==> src/rtl/s2mm_stream_feeder.sv <==
// s2mm_stream_feeder: buffers a 64-bit stream and issues datamover write commands into a ring buffer.
// Define FEEDER_PKT_CNT_EN to add the o_pkt_cnt packet counter output.
module s2mm_stream_feeder #(
    parameter logic [31:0] BASE_ADDR    = 32'h0000_0000,
    parameter int unsigned REGION_BYTES = 65536,
    parameter int unsigned BURST_WORDS  = 16,
    parameter int unsigned FIFO_DEPTH   = 32
) (
    input  logic        clk,
    input  logic        rst,
    input  logic        s_tvalid,
    output logic        s_tready,
    input  logic        s_tlast,
    input  logic [63:0] s_tdata,
    output logic [31:0] o_wr_cmd_addr,
    output logic [22:0] o_wr_cmd_length,
    output logic        o_wr_cmd_req,
    input  logic        i_wr_cmd_ack,
    output logic        o_wr_valid,
    output logic [63:0] o_wr_data,
    input  logic        i_wr_ready,
    input  logic        i_write_finish,
`ifdef FEEDER_PKT_CNT_EN
    output logic [15:0] o_pkt_cnt,
`endif
    output logic        o_busy
);
    localparam int AW = $clog2(FIFO_DEPTH);
    localparam int CW = AW + 1;
    localparam int LW = $clog2(BURST_WORDS + 1);
    localparam logic [CW-1:0] BURST_C = CW'(BURST_WORDS);
    localparam logic [CW-1:0] DEPTH_C = CW'(FIFO_DEPTH);
    localparam logic [32:0] LIMIT = 33'(BASE_ADDR) + 33'(REGION_BYTES);
    localparam logic [32:0] BURST_BYTES = 33'(BURST_WORDS * 8);

    typedef enum logic [1:0] {IDLE, CMD, DATA, WAIT_FIN} state_t;

    state_t        state_q, state_d;
    logic [63:0]   mem_q [FIFO_DEPTH];
    logic [AW-1:0] wptr_q, rptr_q;
    logic [CW-1:0] count_q;
    logic          tail_q, tail_d;
    logic          cmd_tail_q, cmd_tail_d;
    logic [LW-1:0] len_q, len_d;
    logic [LW-1:0] left_q, left_d;
    logic [31:0]   cur_q, cur_d;
    logic [31:0]   addr_q, addr_d;
    logic [22:0]   length_q, length_d;
    logic          push, pop, full;
    logic [32:0]   next_addr;

    assign full       = (count_q == DEPTH_C);
    assign s_tready   = !rst && !full && !tail_q;
    assign push       = s_tvalid && s_tready;
    assign o_wr_valid = (state_q == DATA) && (left_q != '0);
    assign pop        = o_wr_valid && i_wr_ready;
    assign o_wr_data  = rst ? '0 : mem_q[rptr_q];
    assign o_wr_cmd_req    = (state_q == CMD);
    assign o_wr_cmd_addr   = addr_q;
    assign o_wr_cmd_length = length_q;
    assign o_busy          = (state_q != IDLE);
    assign next_addr = 33'(cur_q) + 33'({len_q, 3'b000});

    always_ff @(posedge clk) begin
        if (push) mem_q[wptr_q] <= s_tdata;
    end

    always_ff @(posedge clk or posedge rst) begin
        if (rst) begin
            wptr_q  <= '0;
            rptr_q  <= '0;
            count_q <= '0;
        end else begin
            if (push) wptr_q <= wptr_q + 1'b1;
            if (pop) rptr_q <= rptr_q + 1'b1;
            count_q <= count_q + CW'(push) - CW'(pop);
        end
    end

    always_ff @(posedge clk or posedge rst) begin
        if (rst) begin
            state_q    <= IDLE;
            tail_q     <= 1'b0;
            cmd_tail_q <= 1'b0;
            len_q      <= '0;
            left_q     <= '0;
            cur_q      <= BASE_ADDR;
            addr_q     <= '0;
            length_q   <= '0;
        end else begin
            state_q    <= state_d;
            tail_q     <= tail_d;
            cmd_tail_q <= cmd_tail_d;
            len_q      <= len_d;
            left_q     <= left_d;
            cur_q      <= cur_d;
            addr_q     <= addr_d;
            length_q   <= length_d;
        end
    end

    always_comb begin
        state_d    = state_q;
        tail_d     = tail_q;
        cmd_tail_d = cmd_tail_q;
        len_d      = len_q;
        left_d     = left_q;
        cur_d      = cur_q;
        addr_d     = addr_q;
        length_d   = length_q;
        if (push && s_tlast) tail_d = 1'b1;
        unique case (state_q)
            IDLE: begin
                if (count_q >= BURST_C || (tail_q && count_q != '0)) begin
                    len_d    = (count_q >= BURST_C) ? LW'(BURST_WORDS) : LW'(count_q);
                    left_d   = len_d;
                    addr_d   = cur_q;
                    length_d = 23'({len_d, 3'b000});
                    // No pushes while tail is held, so the tlast word is the FIFO's last
                    cmd_tail_d = tail_q && (count_q <= BURST_C);
                    state_d  = CMD;
                end
            end
            CMD: begin
                if (i_wr_cmd_ack) state_d = DATA;
            end
            DATA: begin
                if (pop) begin
                    left_d = left_q - 1'b1;
                    if (left_q == LW'(1)) state_d = WAIT_FIN;
                end
            end
            WAIT_FIN: begin
                if (i_write_finish) begin
                    cur_d = (next_addr + BURST_BYTES > LIMIT) ? BASE_ADDR : next_addr[31:0];
                    if (cmd_tail_q) tail_d = 1'b0;
                    state_d = IDLE;
                end
            end
            default: state_d = IDLE;
        endcase
    end

`ifdef FEEDER_PKT_CNT_EN
    logic [15:0] pkt_cnt_q;

    always_ff @(posedge clk or posedge rst) begin
        if (rst) pkt_cnt_q <= '0;
        else if (push && s_tlast) pkt_cnt_q <= pkt_cnt_q + 16'd1;
    end

    assign o_pkt_cnt = pkt_cnt_q;
`endif

endmodule

==> config.mk <==
export PLATFORM = sky130hd
export DESIGN_NAME = s2mm_stream_feeder
export DESIGN_NICKNAME = d
export VERILOG_FILES = /design/src/rtl/s2mm_stream_feeder.sv
export SDC_FILE = /design/constraint.sdc
export NUM_CORES = 2
export LEC_CHECK = 0
export CORE_ASPECT_RATIO = 1.1
export CORE_MARGIN = 4
export CORE_UTILIZATION = 45
export DETAILED_ROUTE_END_ITERATION = 8
export PLACE_DENSITY_LB_ADDON = 0.25
export REMOVE_ABC_BUFFERS = 1
export SLEW_MARGIN = 40
export SYNTH_ARGS = -nofsm -noshare
export SYNTH_HDL_FRONTEND = slang
export SYNTH_SLANG_ARGS = --single-unit
==> constraint.sdc <==
create_clock -name clk -period 6.9 [get_ports clk]
set_clock_uncertainty 0.15 [all_clocks]
set_input_delay 1.035 -clock clk [delete_from_list [all_inputs] [get_ports clk]]
set_output_delay 1.035 -clock clk [all_outputs]
set_load 0.1 [all_outputs]
==> summary.md <==
| Metric | Value |
|---|---|
| Predominant post-synthesis flop cell | edfxtp_1 |
| Post_cts resized | 0 |
| Internal Dissipation | 24.9 mW |
| Pre-CTS setup slack | 1.88 ns |
| Cells on worst reg2reg path | 14 |
| Relative slew slack | 44.3% |
| Worst Path Max Fanout | 41 |
| Hold WS | ~0.32 ns |
| Setup WS post-layout | 1.12 ns |
| Sink Count | around 2,100 |
| Fmax | 0.173 GHz |
| Ports | approximately 190 |
| Synth Register Bits | roughly 2,100 |
| Critical Path AT | ~4.6 ns |
| Most frequent cells in the layout | 2,048 x edfxtp_1, 640 x mux4_2, 208 x clkbuf_16, 152 x buf_2, 91 x nor2_1 |
| Worst skew pair latency | about 0.84 ns |
| Critical Path Start Type | flop |
| Hold Crit Depth | 2 |
| Leak | roughly 30 nW |
| Flop2flop setup slack | roughly 1.9 ns |
| Synth Area in Compound Gates | about 1.2% |
| Sequential area share after synthesis | 76.3% |
| Most common cell after layout, fill and taps aside | edfxtp_1 |
| First-pass GRT wire length | a little under 300 mm |
| Starting Density | a little under half |
| Hold Path Origin | o_wr_cmd_addr[10] |
| Setup repair bufs after CTS | 0 |
| CTS tree | built |
| Largest delay share family, worst path | multiplexers |
| CP max-delay cell | dfrtp_4 |
| Crit path required time | between 5 and 6 ns |
| Reg clk slew, reported paths | approximately 0.060 ns |
| Die area | between 0.15 and 0.2 mm² |
| Post-route ant nets | 0 |
| Vias in the first global route | between 40,000 and 50,000 |
| GP Congestion | around 0.78 |
| # rows | 165 |
| Cts hold-fix bufs | 0 |
| Status | complete, no violations |
| Hold EP | o_wr_cmd_addr[10] |
| Gate power share | roughly 29% |
| Final wirelength | ~200 mm |
| Area Growth Syn to Fin | 13.9% |
| Num CTS Buffers | ~210 |
| Switching power total | roughly 11 mW |
| Slowest cell delay on critical path | 0.78 ns |
| Worst Path Buf+Inv | 4 |
| Minimum clock period | 5.78 ns |
| DRC Markers | 0 |
| Number of antenna violations at the first check in global routing | 22 |
| IO buf count | 172 |
| Synth async-reset ratio | around 4.1% |
| Sw frac | 30.9% |
| Reg-to-reg endpoint | cur_q[6] |
| Clk pwr share | between 30 and 40% |
| Die Ht | approximately 460 µm |
| Crit path depth | 8 |
| Final setup viols | 0 |
| Mux contribution to synthesized area | 18.4% |
| Mapped Area | between 0.08 and 0.09 mm² |
| Largest net degree at the start of global routing | 115 |
| Final Hold Fails | 0 |
| Post-Synth XOR/XNOR Area | less than 1% |
| Max IR drop VDD | a little over 0.0003 V |
| First drt pass iteration count | 7 |
| Share of cells above drive strength 1 | approximately a third |
| Number of max-cap violations | 0 |
| WS Path Type | reg2out |
| Final slew viol count | 0 |
| Simple-gate share of the synthesized area | 1.95% |
| Avg Inst Size Synth | ~23 µm² |
| CP cell instances | buf_12, buf_12, buf_4, mux4_2, mux4_2, mux2i_1, nor2_1, buf_4 |
| Synth unique cells | 80 |
| Die X | 419 µm |
| Yosys Warn Count | 0 |
| Sequential share of power | between 40 and 50% |
| Largest family of logic cells by synthesized area | multiplexers |
| Unrepaired setup endpoints after global routing | false |
| Crit share post-route | between 80% and 90% |
| Post-Syn Instances | around 3,600 |
| Via count | 39,300 |
| Core Region | 0.184 mm² |
| Wirelength per Cell | roughly 31 µm |
| Post-synth EDFFs | approximately 2,000 |
| Clk root buf | clkbuf_16 |
| GR Overflow Total | 0 |
| CTS H-Tree Depth | 4 |
| Initial detailed-routing violation count | ~4,500 |
| Power per Cell Area | roughly 380 mW/mm² |
| Final #Nets | 4,059 |
| Max clock buf depth | 3 |
| Avg Vias per Cell | 6.00 |
| Area share of fa/ha/maj cells after synthesis | less than 1% |
| Worst slew pin tran | 0.833 ns |
| Post-DP HPWL | ~100 mm |
| Critical Path Sink Type | output pin |
| Worst Hold Class | reg2reg |
| Tot GR Track Use | between 20% and 30% |
| Worst r2r src | len_q[0] |
-- metrics by stage --
| stage | instance area (µm²) | util, % | instances | power [mW] | setup TNS [ns] |
|---|---|---|---|---|---|
| CTS | 95300 | 51.7 | 6549 | 36.5 | 0 |
| floorplan | 82600 | - | 3454 | 22.9 | -2131.21 |
| global placement | 89100 | 48.4 | 6161 | 25.8 | 0 |
| detailed placement | 88700 | 48.2 | 6169 | 25.7 | 0 |
| finish | 95100 | 51.6 | 6557 | 36.0 | 0 |
| global route | 95100 | 51.6 | 6553 | 37.6 | 0 |
-- power groups by stage --
| stage | clock network, mW | registers [mW] | logic (mW) |
|---|---|---|---|
| 6_report | 10.8 | 14.9 | 10.3 |
| 5_1_grt | 11.7 | 14.9 | 11.0 |
| 4_1_cts | 11.1 | 14.9 | 10.6 |
| 3_5_place_dp | 0 | 15.1 | 10.5 |
| 3_3_place_gp | 0 | 15.1 | 10.7 |
| 2_1_floorplan | 0 | 15.8 | 7.07 |
-- cell type report --
cell class,instances,area (µm²)
Clock buffer,260,5420
Inverter,33,126
Tap cell,2421,3030
Multi-Input combinational cell,1285,19000
Sequential cell,2136,63700
Timing Repair Buffer,294,2620
Antenna cell,8,20.0
Clock inverter,120,1100
Fill cell,14300,89100
-- sequential cells by signal, indices dropped and copies added, names as in the netlist --
| name | cells |
|---|---|
| mem_q | 2048 |
| cur_q | 29 |
| o_wr_cmd_addr | 29 |
| count_q | 6 |
| left_q | 5 |
| len_q | 5 |
| rptr_q | 5 |
| wptr_q | 5 |
| state_q | 2 |
| cmd_tail_q | 1 |
| tail_q | 1 |
-- per-layer routing --
| layer | wire (µm) | global-route usage [%] | up-vias | share of wire, % |
|---|---|---|---|---|
| met4 | 4770 | 5.75 | 8 | 2.3 |
| met5 | 51 | 0 | - | 0.025 |
| li1 | - | - | 16000 | - |
| met1 | 84800 | 31.0 | 21400 | 42 |
| met2 | 98100 | 33.9 | 1598 | 48 |
| met3 | 15500 | 3.81 | 271 | 7.6 |
-- synthesized netlist by cell type, types with 3 or more instances --
master,count,area [µm²]
and3_1,8,50.1
nand3_1,20,100
and2_1,18,113
nand2_1,79,297
nor3_1,18,90.1
dfrtp_1,88,2200
o31ai_1,4,30.0
mux4_2,640,14400
mux2_2,26,293
o2111ai_1,9,78.8
xnor2_1,24,210
o31a_1,3,26.3
a21oi_1,26,130
a21o_1,3,22.5
xor2_1,15,131
nand2b_1,5,31.3
clkbuf_1,129,484
o21ai_1,3,15.0
nor4_1,4,25.0
a211oi_1,6,45.0
o211ai_1,8,60.1
nand4_1,11,68.8
mux2i_1,68,681
o211ai_2,3,37.5
inv_1,33,124
buf_2,6,30.0
o211a_1,4,40.0
o21ai_2,7,61.3
buf_4,23,173
ha_1,28,350
and4_1,3,26.3
buf_1,54,203
a31oi_1,9,56.3
nor2_1,123,462
or3_1,11,68.8
edfxtp_1,2048,61500
o21ai_0,23,115
nand3b_1,4,30.0
-- worst register-to-register path, delay by kind of cell (launching register included) --
kind / cells / cell delay, ns
xor+xnor: 1 / 0.40
fa+ha+maj: 3 / 1.00
simple gates: 6 / 1.81
compound gates: 4 / 1.19
flops: 1 / 0.39
-- kinds of logic after synthesis --
kind of cell | count (synthesis)
DFF | 2136
muxes | 734
and+or+nand+nor | 330
buffers and inverters | 247
AOI/OAI and AO/OA | 131
xor gates and xnor gates | 39
adders and majority gates | 30
other | 1
-- how the worst max path moves through the flow --
stage          slack, ns       endpoint  startpoint
5_1_grt             0.70  o_wr_data[58]   rptr_q[0]
3_5_place_dp        1.88  o_wr_data[58]   rptr_q[0]
4_1_cts             0.93  o_wr_data[58]   rptr_q[0]
6_report            1.12  o_wr_data[15]   rptr_q[0]
3_3_place_gp        1.74   mem_q[12][4]         rst
2_1_floorplan     -16.36   o_wr_data[0]   rptr_q[0]
No activity file was read; power rests on OpenSTA's default activity.
